### src/rtl/core_wb_arbiter_pkg.sv
// Shared core defines: register-file geometry used by the write-back arbiter.
package core_wb_arbiter_pkg;
  localparam int REG_ADDR_W = 5;
  localparam int DATA_W     = 32;
  localparam logic [REG_ADDR_W-1:0] ZERO_REG = '0;
endpackage

### src/rtl/core_wb_fifo.sv
// Load-result FIFO for the write-back arbiter; exposes per-entry address and
// pending bits so the ID stage can detect hazards against buffered writes.
module core_wb_fifo
  import core_wb_arbiter_pkg::*;
#(
  parameter int DEPTH = 2,
  localparam int PTR_W = $clog2(DEPTH),
  localparam int CNT_W = PTR_W + 1
) (
  input  logic                        clk,
  input  logic                        rst,
  input  logic                        push_in,
  input  logic                        pop_in,
  input  logic [REG_ADDR_W-1:0]       push_addr_in,
  input  logic [DATA_W-1:0]           push_data_in,
  input  logic                        clr_en_in,
  input  logic [REG_ADDR_W-1:0]       clr_addr_in,
  output logic                        full_out,
  output logic                        empty_out,
  output logic [REG_ADDR_W-1:0]       head_addr_out,
  output logic [DATA_W-1:0]           head_data_out,
  output logic [CNT_W-1:0]            count_out,
  output logic [DEPTH*REG_ADDR_W-1:0] entry_addr_out,
  output logic [DEPTH-1:0]            entry_vld_out
);

  logic [PTR_W-1:0]      wr_ptr_q, wr_ptr_d;
  logic [PTR_W-1:0]      rd_ptr_q, rd_ptr_d;
  logic [CNT_W-1:0]      count_q, count_d;
  logic [DEPTH-1:0]      vld_q, vld_d;
  logic [REG_ADDR_W-1:0] addr_q [DEPTH];
  logic [REG_ADDR_W-1:0] addr_d [DEPTH];
  logic [DATA_W-1:0]     data_q [DEPTH];
  logic [DATA_W-1:0]     data_d [DEPTH];

  // Pending bits: a newer EX write to the same register retires the hazard,
  // but the entry itself still drains in order. Clear before pop/push so a
  // same-cycle push into a wrapped slot keeps its fresh mark.
  always_comb begin
    wr_ptr_d = wr_ptr_q;
    rd_ptr_d = rd_ptr_q;
    vld_d    = vld_q;
    addr_d   = addr_q;
    data_d   = data_q;
    for (int i = 0; i < DEPTH; i++) begin
      if (clr_en_in && (addr_q[i] == clr_addr_in)) vld_d[i] = 1'b0;
    end
    if (pop_in) begin
      vld_d[rd_ptr_q] = 1'b0;
      rd_ptr_d        = rd_ptr_q + PTR_W'(1);
    end
    if (push_in) begin
      addr_d[wr_ptr_q] = push_addr_in;
      data_d[wr_ptr_q] = push_data_in;
      vld_d[wr_ptr_q]  = 1'b1;
      wr_ptr_d         = wr_ptr_q + PTR_W'(1);
    end
    count_d = count_q + CNT_W'(push_in) - CNT_W'(pop_in);
  end

  always_ff @(posedge clk) begin
    if (rst) begin
      wr_ptr_q <= '0;
      rd_ptr_q <= '0;
      count_q  <= '0;
      vld_q    <= '0;
    end else begin
      wr_ptr_q <= wr_ptr_d;
      rd_ptr_q <= rd_ptr_d;
      count_q  <= count_d;
      vld_q    <= vld_d;
    end
  end

  // Payload storage carries no reset; occupancy is tracked by count/pointers.
  always_ff @(posedge clk) begin
    addr_q <= addr_d;
    data_q <= data_d;
  end

  always_comb begin
    entry_addr_out = '0;
    for (int i = 0; i < DEPTH; i++) begin
      entry_addr_out[i*REG_ADDR_W +: REG_ADDR_W] = addr_q[i];
    end
  end

  assign full_out      = (count_q == CNT_W'(DEPTH));
  assign empty_out     = (count_q == '0);
  assign head_addr_out = addr_q[rd_ptr_q];
  assign head_data_out = data_q[rd_ptr_q];
  assign count_out     = count_q;
  assign entry_vld_out = vld_q;

endmodule

### src/rtl/core_wb_arbiter.sv
// Register-file write-port arbiter: EX results win the port immediately,
// load results queue in a FIFO and drain on cycles EX leaves the port idle.
module core_wb_arbiter
  import core_wb_arbiter_pkg::*;
#(
  parameter int DEPTH = 2,
  localparam int CNT_W = $clog2(DEPTH) + 1
) (
  input  logic                  clk,
  input  logic                  rst,
  input  logic                  ex_we_in,
  input  logic [REG_ADDR_W-1:0] ex_addr_in,
  input  logic [DATA_W-1:0]     ex_data_in,
  input  logic                  mem_valid_in,
  output logic                  mem_ready_out,
  input  logic [REG_ADDR_W-1:0] mem_addr_in,
  input  logic [DATA_W-1:0]     mem_data_in,
  output logic                  we_out,
  output logic [REG_ADDR_W-1:0] write_addr_out,
  output logic [DATA_W-1:0]     write_data_out,
  input  logic [REG_ADDR_W-1:0] rd_addr1_in,
  input  logic [REG_ADDR_W-1:0] rd_addr2_in,
  output logic                  stall_out,
  output logic [CNT_W-1:0]      count_out
);

  logic                        ex_take;
  logic                        fifo_push;
  logic                        fifo_pop;
  logic                        fifo_full;
  logic                        fifo_empty;
  logic [REG_ADDR_W-1:0]       head_addr;
  logic [DATA_W-1:0]           head_data;
  logic [DEPTH*REG_ADDR_W-1:0] entry_addr;
  logic [DEPTH-1:0]            entry_vld;

  assign ex_take       = ex_we_in && (ex_addr_in != ZERO_REG);
  assign mem_ready_out = !fifo_full;
  assign fifo_pop      = !rst && !ex_take && !fifo_empty;
  // A full FIFO still takes a push when its head drains in the same cycle.
  assign fifo_push     = !rst && mem_valid_in && (mem_addr_in != ZERO_REG) &&
                         (mem_ready_out || fifo_pop);

  core_wb_fifo #(.DEPTH(DEPTH)) u_fifo (
    .clk            (clk),
    .rst            (rst),
    .push_in        (fifo_push),
    .pop_in         (fifo_pop),
    .push_addr_in   (mem_addr_in),
    .push_data_in   (mem_data_in),
    .clr_en_in      (ex_take),
    .clr_addr_in    (ex_addr_in),
    .full_out       (fifo_full),
    .empty_out      (fifo_empty),
    .head_addr_out  (head_addr),
    .head_data_out  (head_data),
    .count_out      (count_out),
    .entry_addr_out (entry_addr),
    .entry_vld_out  (entry_vld)
  );

  always_comb begin
    we_out         = 1'b0;
    write_addr_out = ZERO_REG;
    write_data_out = '0;
    if (rst) begin
      we_out = 1'b0;
    end else if (ex_take) begin
      we_out         = 1'b1;
      write_addr_out = ex_addr_in;
      write_data_out = ex_data_in;
    end else if (!fifo_empty) begin
      we_out         = 1'b1;
      write_addr_out = head_addr;
      write_data_out = head_data;
    end
  end

  // Hazard compare includes the head being popped this cycle.
  always_comb begin
    stall_out = 1'b0;
    for (int i = 0; i < DEPTH; i++) begin
      if (entry_vld[i]) begin
        if ((rd_addr1_in != ZERO_REG) &&
            (entry_addr[i*REG_ADDR_W +: REG_ADDR_W] == rd_addr1_in)) stall_out = 1'b1;
        if ((rd_addr2_in != ZERO_REG) &&
            (entry_addr[i*REG_ADDR_W +: REG_ADDR_W] == rd_addr2_in)) stall_out = 1'b1;
      end
    end
  end

endmodule

### config.mk
export PLATFORM = sky130hd
export DESIGN_NAME = core_wb_arbiter
export DESIGN_NICKNAME = d
export VERILOG_FILES = /design/src/rtl/core_wb_arbiter_pkg.sv /design/src/rtl/core_wb_fifo.sv /design/src/rtl/core_wb_arbiter.sv
export SDC_FILE = /design/constraint.sdc
export NUM_CORES = 1
export LEC_CHECK = 0
export BUFFER_PORTS_ARGS = -buffer_cell sky130_fd_sc_hd__buf_2
export CAP_MARGIN = 20
export CORE_MARGIN = 10
export CORE_UTILIZATION = 35
export CTS_CLUSTER_DIAMETER = 60
export DETAILED_ROUTE_END_ITERATION = 7
export HOLD_SLACK_MARGIN = 0.15
export PLACE_DENSITY_LB_ADDON = 0.25
export SLEW_MARGIN = 20
export SYNTH_ARGS = -nofsm -noshare
export SYNTH_HDL_FRONTEND = slang
export SYNTH_SLANG_ARGS = --single-unit
### constraint.sdc
create_clock -name clk -period 4.39 [get_ports clk]
set_clock_uncertainty 0.05 [all_clocks]
set_input_delay 0.2195 -clock clk [delete_from_list [all_inputs] [get_ports clk]]
set_output_delay 0.2195 -clock clk [all_outputs]
set_load 0.03 [all_outputs]
# Word-level counts from Yosys, hierarchy flattened
# Cells that the tools add are included.
op_classes:
  addsub: 4
  magnitude_cmp: 7
  eq_ne: 7
  n_mux: 35
  bitwise: 5
  reduce_logical: 25
op_table:
  columns: ["op", "count"]
  rows:
  - ["$mux W32", 7]
  - ["$bwmux W64", 1]
  - ["$mux W5", 7]
  - ["$demux W32 S1", 1]
  - ["$eq A5 B5 Y1", 6]
  - ["$reduce_bool A5 Y1", 4]
  - ["$logic_and A1 B1 Y1", 15]
  - ["$mux W1", 13]
  - ["$bwmux W10", 1]
  - ["$demux W5 S1", 1]
  - ["$ge A2 B2 Y1 const B", 2]
  - ["$logic_not A1 Y1", 4]
  - ["$lt A1 B2 Y1 const B", 2]
  - ["$mux W2", 2]
  - ["$not A1 Y2", 2]
  - ["$add A1 B1 Y1 const B", 2]
  - ["$add A2 B1 Y2", 1]
  - ["$and A2 B2 Y2", 1]
  - ["$demux W1 S1", 2]
  - ["$eq A2 B2 Y1 const B", 1]
  - ["$ge A1 B1 Y1 const B", 2]
  - ["$logic_not A2 Y1", 1]
  - ["$lt A2 B1 Y1 const B", 1]
  - ["$not A2 Y2", 1]
  - ["3 further kinds", 3]
word_totals:
  regBits: 80
  in_bits: 88
  out_inout_bits: 42
  word_cells: 91

# Longest topological paths before layout
# Gate-level depths: netlist of run 1.
logic_depth:
  depth_word: 9
  depth_mapped: 7
  depth_no_buf: 5

# By module
# From an unflattened synthesis of run 1, not the netlist that was laid out.
unflattened:
  hier_cells: 249
  hier_area_um2: 3812.4
by_module_without_submodules:
  columns: ["mod", "n_inst", "cells_per_inst", "area_each_um2", "seq_area_each_um2"]
  rows:
  - ["core_wb_fifo", 1, 157, 3086.7, 2342.2]
  - ["core_wb_arbiter", 1, 92, 725.7, 0.0]

# Worst setup path after synthesis of run 1
# OpenSTA, ideal clock, no wires.
synth_timing:
  path_kind: "register to register"
  startpoint: "register u_fifo.count_q[1], in the netlist u_fifo.count_out[1]"
  endpoint: "register u_fifo.data_q[0] (netlist bit), enable pin"
  arrival_ns: 4.066
  slack_ns: -0.214
  path_stages_with_launch: 5
  path_buffers: 0
  synth_period_minus_slack_ns: 4.604
  cell_sequence: "dfxtp_1 nor2_1 a2111oi_4 o21bai_2 nor3b_1"
synth_between:
  elab_chain_cells: 5
  word_cells_on_any_way: 7
  cone_classes: "eq/ne: 1; reduce/logical: 6"
synth_rtl:
  columns: ["item", "line", "rtl"]
  rows:
  - ["start, declared", "core_wb_fifo.sv:29", "logic [CNT_W-1:0] count_q, count_d;"]
  - ["start signal, assigned", "core_wb_fifo.sv:70", "count_q <= count_d;"]
  - ["$logic_not A2 Y1", "core_wb_fifo.sv:89", "assign empty_out = (count_q == '0);"]
  - ["$logic_not A1 Y1", null, null]
  - ["$logic_and A1 B1 Y1", "core_wb_arbiter.sv:39", "assign fifo_pop = !rst && !ex_take && !fifo_empty;"]
  - ["$logic_or A1 B1 Y1 (*)", "core_wb_arbiter.sv:42", "(mem_ready_out || fifo_pop);"]
  - ["$logic_and A1 B1 Y1 (*)", "core_wb_arbiter.sv:41", "assign fifo_push = !rst && mem_valid_in && (mem_addr_in != ZERO_REG) &&"]
  - ["end signal, assigned", "core_wb_fifo.sv:78", "data_q <= data_d;"]
  - ["end, declared", "core_wb_fifo.sv:33", "logic [DATA_W-1:0] data_q [DEPTH];"]
# Mark *: on every way between the ends. The rest lies on a longest branch, timed or not.
# A chain may end at the register's enable or synchronous reset.

# Worst setup path in the final report of run 1
layout_timing:
  startpoint: "register u_fifo.count_q[1], in the netlist u_fifo.count_out[1]"
  endpoint: "register u_fifo.data_q[5] (netlist bit), enable pin"
# The elaborated chain is that of the path after synthesis.

==> results of run 1 <==
power groups by stage:
stage                     clock network (mW)  logic (mW)  registers, mW
final                                  0.708       0.296          0.886
after global routing                   0.751       0.323          0.889
after CTS                              0.726       0.300          0.886
after detailed placement                   0       0.273          0.902
after global placement                     0       0.268          0.900
after floorplan                            0       0.173          0.896
cell usage in the layout, fill, tap and decap left out, types with 4 or more instances in the layout:
master,instances
buf_2,129
edfxtp_1,74
nor2_1,43
a21oi_1,40
nor3_1,39
mux2i_1,37
dlygate4sd3_1,37
xnor2_1,17
xor2_1,14
clkbuf_16,9
nand3_1,6
nor4_1,5
dfxtp_1,5
buf_4,4
path summary, 6_finish.rpt:
| check | slack, ns | depth (start not counted) | endpoint |
|---|---|---|---|
| max | 1.61 | 5 | u_fifo.data_q[5]$_DFFE_PP_ |
| min | 0.36 | 4 | u_fifo.count_out[0]$_SDFF_PP0_ |
| max reg2reg | 1.61 | 5 | u_fifo.data_q[5]$_DFFE_PP_ |
| min reg2reg | 0.46 | 2 | u_fifo.entry_vld_out[0]$_SDFF_PP0_ |
cell type report:
cell class	count	share of cell area
Sequential cell	80	0.436
Multi-Input combinational cell	230	0.281
Timing Repair Buffer	170	0.195
Clock buffer	10	0.0426
Tap cell	140	0.0326
Clock inverter	6	0.0112
Inverter	2	0.00140
metal layers:
metal	up-vias	part of all wire
met5	-	0
met4	0	0.0043
met3	2	0.054
met2	89	0.50
met1	1503	0.44
li1	1557	-
worst min-delay path, stage by stage:
cell and delay (ns):
buf_2 0.07, o21ai_1 0.17, nand3_1 0.13, a221oi_1 0.07
logic make-up after synthesis:
group | Yosys count | synth area share
AND/OR/NAND/NOR | 111 | 0.137
flip-flops | 80 | 0.594
multiplexers | 37 | 0.0940
AO/OA/AOI/OAI | 51 | 0.0788
XOR/XNOR | 31 | 0.0689
buffers and inverters | 27 | 0.0270
sequential cells by signal, indices dropped and copies added, names as in the netlist:
register,cells
u_fifo.count_out,2
u_fifo.entry_addr_out,10
u_fifo.rd_ptr_q,1
u_fifo.data_q,64
u_fifo.wr_ptr_q,1
u_fifo.entry_vld_out,2
synthesized netlist by cell type:
master / count
nor3_1: 39
nand3_1: 6
nor4_1: 5
a2111oi_4: 1
nand2_1: 3
buf_2: 4
a21oi_2: 1
a221oi_1: 1
o21a_1: 1
nor3b_1: 1
edfxtp_1: 74
o31a_1: 1
xor2_1: 14
and3_1: 1
o21ai_1: 1
a21oi_1: 40
clkbuf_1: 21
nand2b_1: 2
inv_1: 2
a41o_1: 1
or2b_1: 1
nor2_1: 44
o31ai_2: 1
xnor2_1: 17
or4_1: 3
o21ai_0: 2
or3_4: 2
nand4_1: 2
dfxtp_1: 6
mux2i_1: 37
nand3b_1: 2
o21bai_2: 1
metrics by stage:
step / cells / hold WS, ns / util / worst slack, ns / instance area, µm²
2_1_floorplan: 337 / 0.268 / - / 1.12 / 3950
3_3_place_gp: 585 / 0.361 / 0.431 / 1.54 / 4710
3_5_place_dp: 585 / 0.363 / 0.431 / 1.49 / 4710
4_1_cts: 638 / 0.362 / 0.491 / 1.52 / 5370
5_1_grt: 638 / 0.399 / 0.491 / 1.40 / 5370
6_report: 638 / 0.357 / 0.491 / 1.61 / 5370
what timing repair did:
| item | in CTS | in global routing |
|---|---|---|
| endpoints found under the hold margin | 74 | 0 |
| setup endpoints to repair | 0 | 0 |
| hold buffers | 37 | 0 |
| setup buffers | 0 | 0 |
==> results.md, run 1 <==
- Seq/Total Area, Yosys: 0.594
- Antenna-violating nets left: 0
- P&R area growth vs syn: 36.4%
- Fin crit period: around 2.8 ns
- PD cells: ~350 nW/µm²
- Antenna cells: 0
- Mean routed wirelength per cell: between 15 and 20 µm
- CP endpoint kind: register
- H-tree levels: 3
- Final Wtd Congestion: about 0.79
- Nets@finish: just under 600
- Multi-input logic area: between 1500 and 2000 µm²
- P_leak: roughly 2.0 nW
- Core ar.: between 10000 and 15000 µm²
- CTS Sinks: 80
- Die area: between 15000 and 20000 µm²
- Final setup fails: 0
- DRC viols: 0
- CP bufs+invs: 1
- Number of global-route vias before repair: ~3400
- Slew margin rel.: 0.324
- CP top delay family: simple AND/OR/NAND/NOR gates
- Max FO, Critical Path: 40
- Yosys top cell by area: edfxtp_1
- CTS Buf Count: 9
- Number of library cell types mapped by synthesis: 32
- Max Fclk: 360 MHz
- Worst Path Class, Setup: register to register
- Critical path's largest stage delay: 0.65 ns
- Unrepaired setup endpoints after global routing: false
- Initial core utilization: 0.360
- Slew Limit Fails: 0
- Die height: 126 µm
- Initial antenna violation count: 0
- Clk pwr share: 0.375
- Met3 Usage GRT: 0.0344
- Synth Register Bits: 80
- Combinational power share: 0.156
- Fill cells: around 1000
- Worst-margin pin slew: 1.01 ns
- CTS tree: built
- Critical Path, Cell by Cell: nor2_4, a2111oi_4, o21bai_2, nor3b_4, buf_4
- CP max-delay cell: nor3b_4
- Gates resized, CTS repair: 0
- Hold_sp: mem_valid_in
- Share of cells above drive strength 1: 0.313
- I/O Pins: 130
- Max-cap viol count: 0
- Worst vdd ir: ~250 µV
- Status: complete, no violations
- GR Util met2: 0.232
- Pre-antenna DRT Iters: 4
- Worst-skew pair later-pin latency: approximately 0.32 ns
- M1 GR Usage: 0.154
- Port Buffers: ~130
- Worst-path clk slew: about 0.060 ns
- Largest net degree at the start of global routing: 48
- Reg2Reg Launch Point: u_fifo.count_out[1]$_SDFF_PP0_
- Crit share post-route: 0.633
- Root buffer cell: clkbuf_16
- Hold Fails Final Rpt: 0
- Critical path startpoint: u_fifo.count_out[1]$_SDFF_PP0_
- Grt ovf: 0
- Layer with the highest usage: met2
- CP required: around 4.3 ns
- P_int: roughly 1.4 mW
- Hold Crit Class: input port to register
- Seq pwr share: 0.469
- Syn Nets: around 430
- Arrival time worst endpoint: 2.72 ns
- Core Rows: 38
- Tot Pwr: between 1.5 and 2 mW
- Post-Syn Area: just under 4000 µm²
- Avg Cell Area, Syn: around 12 µm²
- Top cell type's share of synthesized area: 0.564
- Sequential Area: between 2000 and 2500 µm²
- Synth Instances: 337
- Clock tree buffer depth: 2
- Total GRT Usage: 0.132
- Vias: about 3200
- Switching portion of total power: 0.247
- Startpoint Class: register
- Initial drt markers: between 100 and 150
- Ys Warns: 0
- First-pass GRT wire length: 17.3 mm
- HPWL after DPL: approximately 7.6 mm
- Die X: roughly 130 µm
- NetSw: between 0.4 and 0.5 mW
- Detailed Route WL: roughly 11 mm
- Area contributors post-synth: edfxtp_1, mux2i_1, a21oi_1
- Setup TNS: 0 ns
- Detailed-route vias per instance: between 4 and 5
Power figures use the tool's default switching activity.
==> inputs of run 2 (changes only) <==
- clock period: 4.39 -> 2.6 ns (I/O delays scaled with it)
==> results.md, run 2 (synthesis gave the netlist of run 1 again) <==
- Die area: between 15000 and 20000 µm²
- Unrepaired setup endpoints after global routing: false
- Commonest non-fill, non-tap cell in the layout: buf_2
- Die height: 126 µm
- Slew Limit Fails: 0
- Post-CTS setup buffer count: 0
- Initial core utilization: 0.360
- Crit share post-route: 0.882
- Clk pwr share: 0.399
- Antenna-violating nets left: 0
- CP endpoint kind: register
- Worst-skew pair later-pin latency: between 0.3 and 0.4 ns
- P_leak: slightly above 2 nW
- Reg2Reg Launch Point: u_fifo.count_out[0]$_SDFF_PP0_
- Initial antenna violation count: 0
- Hold Fails Final Rpt: 0
- Worst vdd ir: 355 µV
- Sequential Area: 2350 µm²
- First-pass GRT wire length: 17.3 mm
- Setup TNS: 0 ns
- Critical path startpoint: mem_addr_in[3]
- Hold_sp: rst
- P&R area growth vs syn: 39.1%
- Initial drt markers: between 100 and 150
- I/O Pins: 130
- Seq pwr share: 0.446
- Largest net degree at the start of global routing: just over 70
- Switching portion of total power: 0.247
- Multi-input logic area: approximately 1500 µm²
- CTS tree: built
- Detailed Route WL: 10.9 mm
- Max Fclk: around 440 MHz
- NetSw: 0.827 mW
- Vias: 3204
- P_int: 2.52 mW
- CP required: about 2.6 ns
- HPWL after DPL: between 7 and 8 mm
- Pre-antenna DRT Iters: 4
- Mean routed wirelength per cell: around 17 µm
- Worst-margin pin slew: between 0.4 and 0.5 ns
- Total GRT Usage: 0.134
- CTS Sinks: 80
- Core ar.: approximately 11000 µm²
- Slew margin rel.: 0.667
- DRC viols: 0
- Root buffer cell: clkbuf_16
- Final setup fails: 0
- Number of global-route vias before repair: 3388
- Grt ovf: 0
- Number of flip-flops in the largest register: 64
- Status: complete, no violations
- PD cells: ~610 nW/µm²
- Arrival time worst endpoint: 2.31 ns
- Worst-path clk slew: about 0.06 ns
- Antenna cells: 0
- Clock tree buffer depth: 2
- Critical Path, Cell by Cell: dlygate4sd3_1, buf_2, or4_1, o21ai_1, o21bai_2, or3_4, clkinvlp_4, buf_12
- Worst Path Class, Setup: input port to register
- Combinational power share: 0.155
- Fin crit period: 2.29 ns
- Tot Pwr: between 3 and 4 mW
- Critical path's largest stage delay: roughly 0.53 ns
- Detailed-route vias per instance: around 5
- Hold Crit Class: input port to register
- Most frequent cells in the layout: buf_2, edfxtp_1, nor2_1
- Die X: 126 µm
- Share of cells above drive strength 1: 0.329
- Max-cap viol count: 0
- Hold-fix buffers, CTS: 37
- Final Wtd Congestion: between 0.8 and 0.9
- CP max-delay cell: dlygate4sd3_1
- H-tree levels: 3
- Fill cells: between 900 and 1000
- Largest register by flop count: u_fifo.data_q
- CTS Buf Count: 9
- Gates resized, CTS repair: 0
- Startpoint Class: input port
- Core Rows: 38
- Nets@finish: 585
- Max FO, Critical Path: 37
- Port Buffers: about 130
run 2: changes by cell type in the layout (fill, tap and decap cells not counted), moves of 2 or more:
cell        before  now
buf_12           0    3
clkinv_4         0    2
clkinvlp_4       3    1
dfxtp_1          5    3
run 2: layout make-up:
| cell class | instances | area share |
|---|---|---|
| Multi-Input combinational cell | 230 | 0.276 |
| Tap cell | 140 | 0.0320 |
| Clock inverter | 7 | 0.0174 |
| Timing Repair Buffer | 174 | 0.203 |
| Clock buffer | 9 | 0.0411 |
| Sequential cell | 80 | 0.429 |
| Inverter | 2 | 0.00205 |
run 2: metrics by stage:
stage                     hold slack, ns  cells   util  cell area, µm²  worst slack [ns]
after floorplan                    0.179    337      -            3960           0.00657
after global placement             0.269    589  0.438            4790             0.291
after detailed placement           0.272    589  0.438            4790             0.259
after CTS                          0.173    642  0.501            5480             0.325
after global routing               0.197    642  0.501            5480             0.247
final                              0.176    642  0.501            5480             0.307
run 2: power by group through the flow:
stage          Combinational, mW  Clock (mW)  Sequential (mW)
3_3_place_gp               0.470           0             1.52
5_1_grt                    0.568        1.42             1.50
2_1_floorplan              0.295           0             1.51
6_report                   0.519        1.34             1.49
4_1_cts                    0.523        1.36             1.49
3_5_place_dp               0.477           0             1.52
run 2: worst max-delay path, delay by kind of cell:
family	cells	cell delay (ns)
compound gates	2	0.47
buf+inv	4	0.94
simple gates	2	0.73
run 2: path summary, 6_finish.rpt:
path | endpoint | slack, ns | cells past startpoint
max | u_fifo.data_q[57]$_DFFE_PP_ | 0.31 | 8
min | u_fifo.entry_vld_out[0]$_SDFF_PP0_ | 0.18 | 2
max reg2reg | u_fifo.data_q[57]$_DFFE_PP_ | 0.52 | 6
min reg2reg | u_fifo.wr_ptr_q$_SDFFE_PP0P_ | 0.45 | 2
run 2: per-layer routing:
layer  global-route usage  part of all wire  routed length, µm
met1                0.164              0.43               4650
met2                0.220              0.49               5270
met3               0.0357             0.068                734
met4               0.0556             0.018                199
met5                    0                 0                  0
==> inputs of run 3 (changes only) <==
- CTS_BUF_LIST: not set -> sky130_fd_sc_hd__clkbuf_2
==> results.md, run 3 (synthesis gave the netlist of run 1 again) <==
- Slew Limit Fails: 0
- Antenna cells: 0
- CP endpoint kind: register
- Grt ovf: 0
- Clock tree buffer depth: 2
- Worst-path clk slew: ~0.22 ns
- Worst-margin pin slew: 0.463 ns
- Max-cap viol count: 0
- Port Buffers: about 130
- Vias: around 3200
- Reg2reg path depth: 6
- CP required: 3.01 ns
- H-tree levels: 3
- Largest register by flop count: u_fifo.data_q
- R2r endpoint: u_fifo.entry_vld_out[1]$_SDFF_PP0_
- Reg2Reg Launch Point: u_fifo.entry_addr_out[6]$_DFFE_PP_
- Detailed Route WL: approximately 11 mm
- P_leak: 2.04 nW
- Pre-antenna DRT Iters: 5
- Status: complete, no violations
- Core Rows: 38
- Number of flip-flops in the largest register: between 60 and 70
- CTS tree: built
- Root buffer cell: clkbuf_2
- Initial core utilization: 0.360
- Final Core Density: 0.495
- Commonest non-fill, non-tap cell in the layout: buf_2
- Setup crit end: u_fifo.entry_vld_out[1]$_SDFF_PP0_
- Mean routed wirelength per cell: 16.6 µm
- I/O Pins: 130
- Fin crit period: around 2.6 ns
- Arrival time worst endpoint: between 2 and 3 ns
- Total GRT Usage: 0.135
- Final Wtd Congestion: between 0.8 and 0.9
- Die X: 126 µm
- Initial drt markers: about 130
- Detailed-route vias per instance: 4.97
- Die area: 15900 µm²
- Hold Crit Class: input port to register
- Post-CTS setup buffer count: 0
- Unrepaired setup endpoints after global routing: false
- HPWL after DPL: 7.49 mm
- CTS Sinks: 80
- Worst-skew pair later-pin latency: roughly 0.49 ns
- Startpoint Class: input port
- Hold Fails Final Rpt: 0
- P&R area growth vs syn: 37.5%
- Worst Path Class, Setup: input port to register
- DRC viols: 0
- Final setup fails: 0
- Fill cells: approximately 1000
- Critical path startpoint: ex_addr_in[4]
- Antenna-violating nets left: 0
- Slew margin rel.: 0.691
- CTS Buf Count: 9
- Max Fclk: about 390 MHz
- Core ar.: ~11000 µm²
- First-pass GRT wire length: approximately 17 mm
- Initial antenna violation count: 0
- Worst vdd ir: between 200 and 300 µV
- R2R setup slack: between 0.1 and 0.15 ns
- Number of global-route vias before repair: ~3400
- Most frequent cells in the layout: buf_2, edfxtp_1, dlygate4sd3_1
- Share of cells above drive strength 1: 0.322
- Max FO, Critical Path: 14
- Die height: about 130 µm
- Nets@finish: between 500 and 600
- Setup TNS: 0 ns
- Largest net degree at the start of global routing: between 70 and 80
- Crit share post-route: 0.984
- PD cells: 513 nW/µm²
-- run 3: worst max-delay path, cell delays in order --
cell	delay, ns
buf_2	0.13
or3_4	0.41
dlygate4sd3_1	0.61
a2111oi_4	0.41
o21bai_2	0.17
nor3b_4	0.25
buf_6	0.22
a41o_1	0.11
dlygate4sd3_1	0.53
-- run 3: worst min-delay path by stage --
stage | from | end | slack [ns] | cells past startpoint
5_1_grt | ex_addr_in[2] | u_fifo.rd_ptr_q$_SDFFE_PP0P_ | 0.20 | 5
4_1_cts | ex_addr_in[2] | u_fifo.count_out[1]$_SDFF_PP0_ | 0.21 | 5
3_5_place_dp | mem_data_in[24] | u_fifo.data_q[24]$_DFFE_PP_ | 0.27 | 1
6_report | ex_addr_in[2] | u_fifo.rd_ptr_q$_SDFFE_PP0P_ | 0.25 | 5
2_1_floorplan | mem_data_in[0] | u_fifo.data_q[0]$_DFFE_PP_ | 0.18 | 0
3_3_place_gp | mem_data_in[29] | u_fifo.data_q[61]$_DFFE_PP_ | 0.27 | 1
-- run 3: area by class of cell --
cell class                      instances  area (µm²)  share of cell area
Tap cell                              140         175              0.0323
Sequential cell                        80        2350               0.434
Timing Repair Buffer                  185        1230               0.227
Multi-Input combinational cell        230        1510               0.279
Inverter                                2        11.3             0.00208
Clock buffer                            9        45.0             0.00832
Clock inverter                          7        95.1              0.0176
-- run 3: where the power goes --
group | leakage (nW) | internal (mW) | switching, mW
clock network | 0.0839 | 0.321 | 0.439
registers | 0.730 | 1.46 | 0.0286
logic | 1.23 | 0.225 | 0.306
-- run 3: repair_timing --
item                                    CTS  global route
resized for setup                         0             2
endpoints found under the setup margin    0             2
hold buffers                             48             0
endpoints found under the hold margin    80             0
-- run 3: per-layer routing --
metal	part of all wire	track usage
met1	0.44	0.165
met2	0.49	0.220
met5	0	0
met4	0.0099	0.0395
met3	0.066	0.0440
-- run 3: stage by stage --
stage                     hold WS, ns  setup WS, ns  cells  area (µm²)  power, mW
after floorplan                 0.179       0.00657    337        3960       1.81
after global placement          0.269         0.291    589        4790       1.99
after detailed placement        0.272         0.259    589        4790       2.00
after CTS                       0.211        0.0394    653        5410       2.80
after global routing            0.204        0.0182    653        5420       2.92
final                           0.255        0.0429    653        5420       2.78
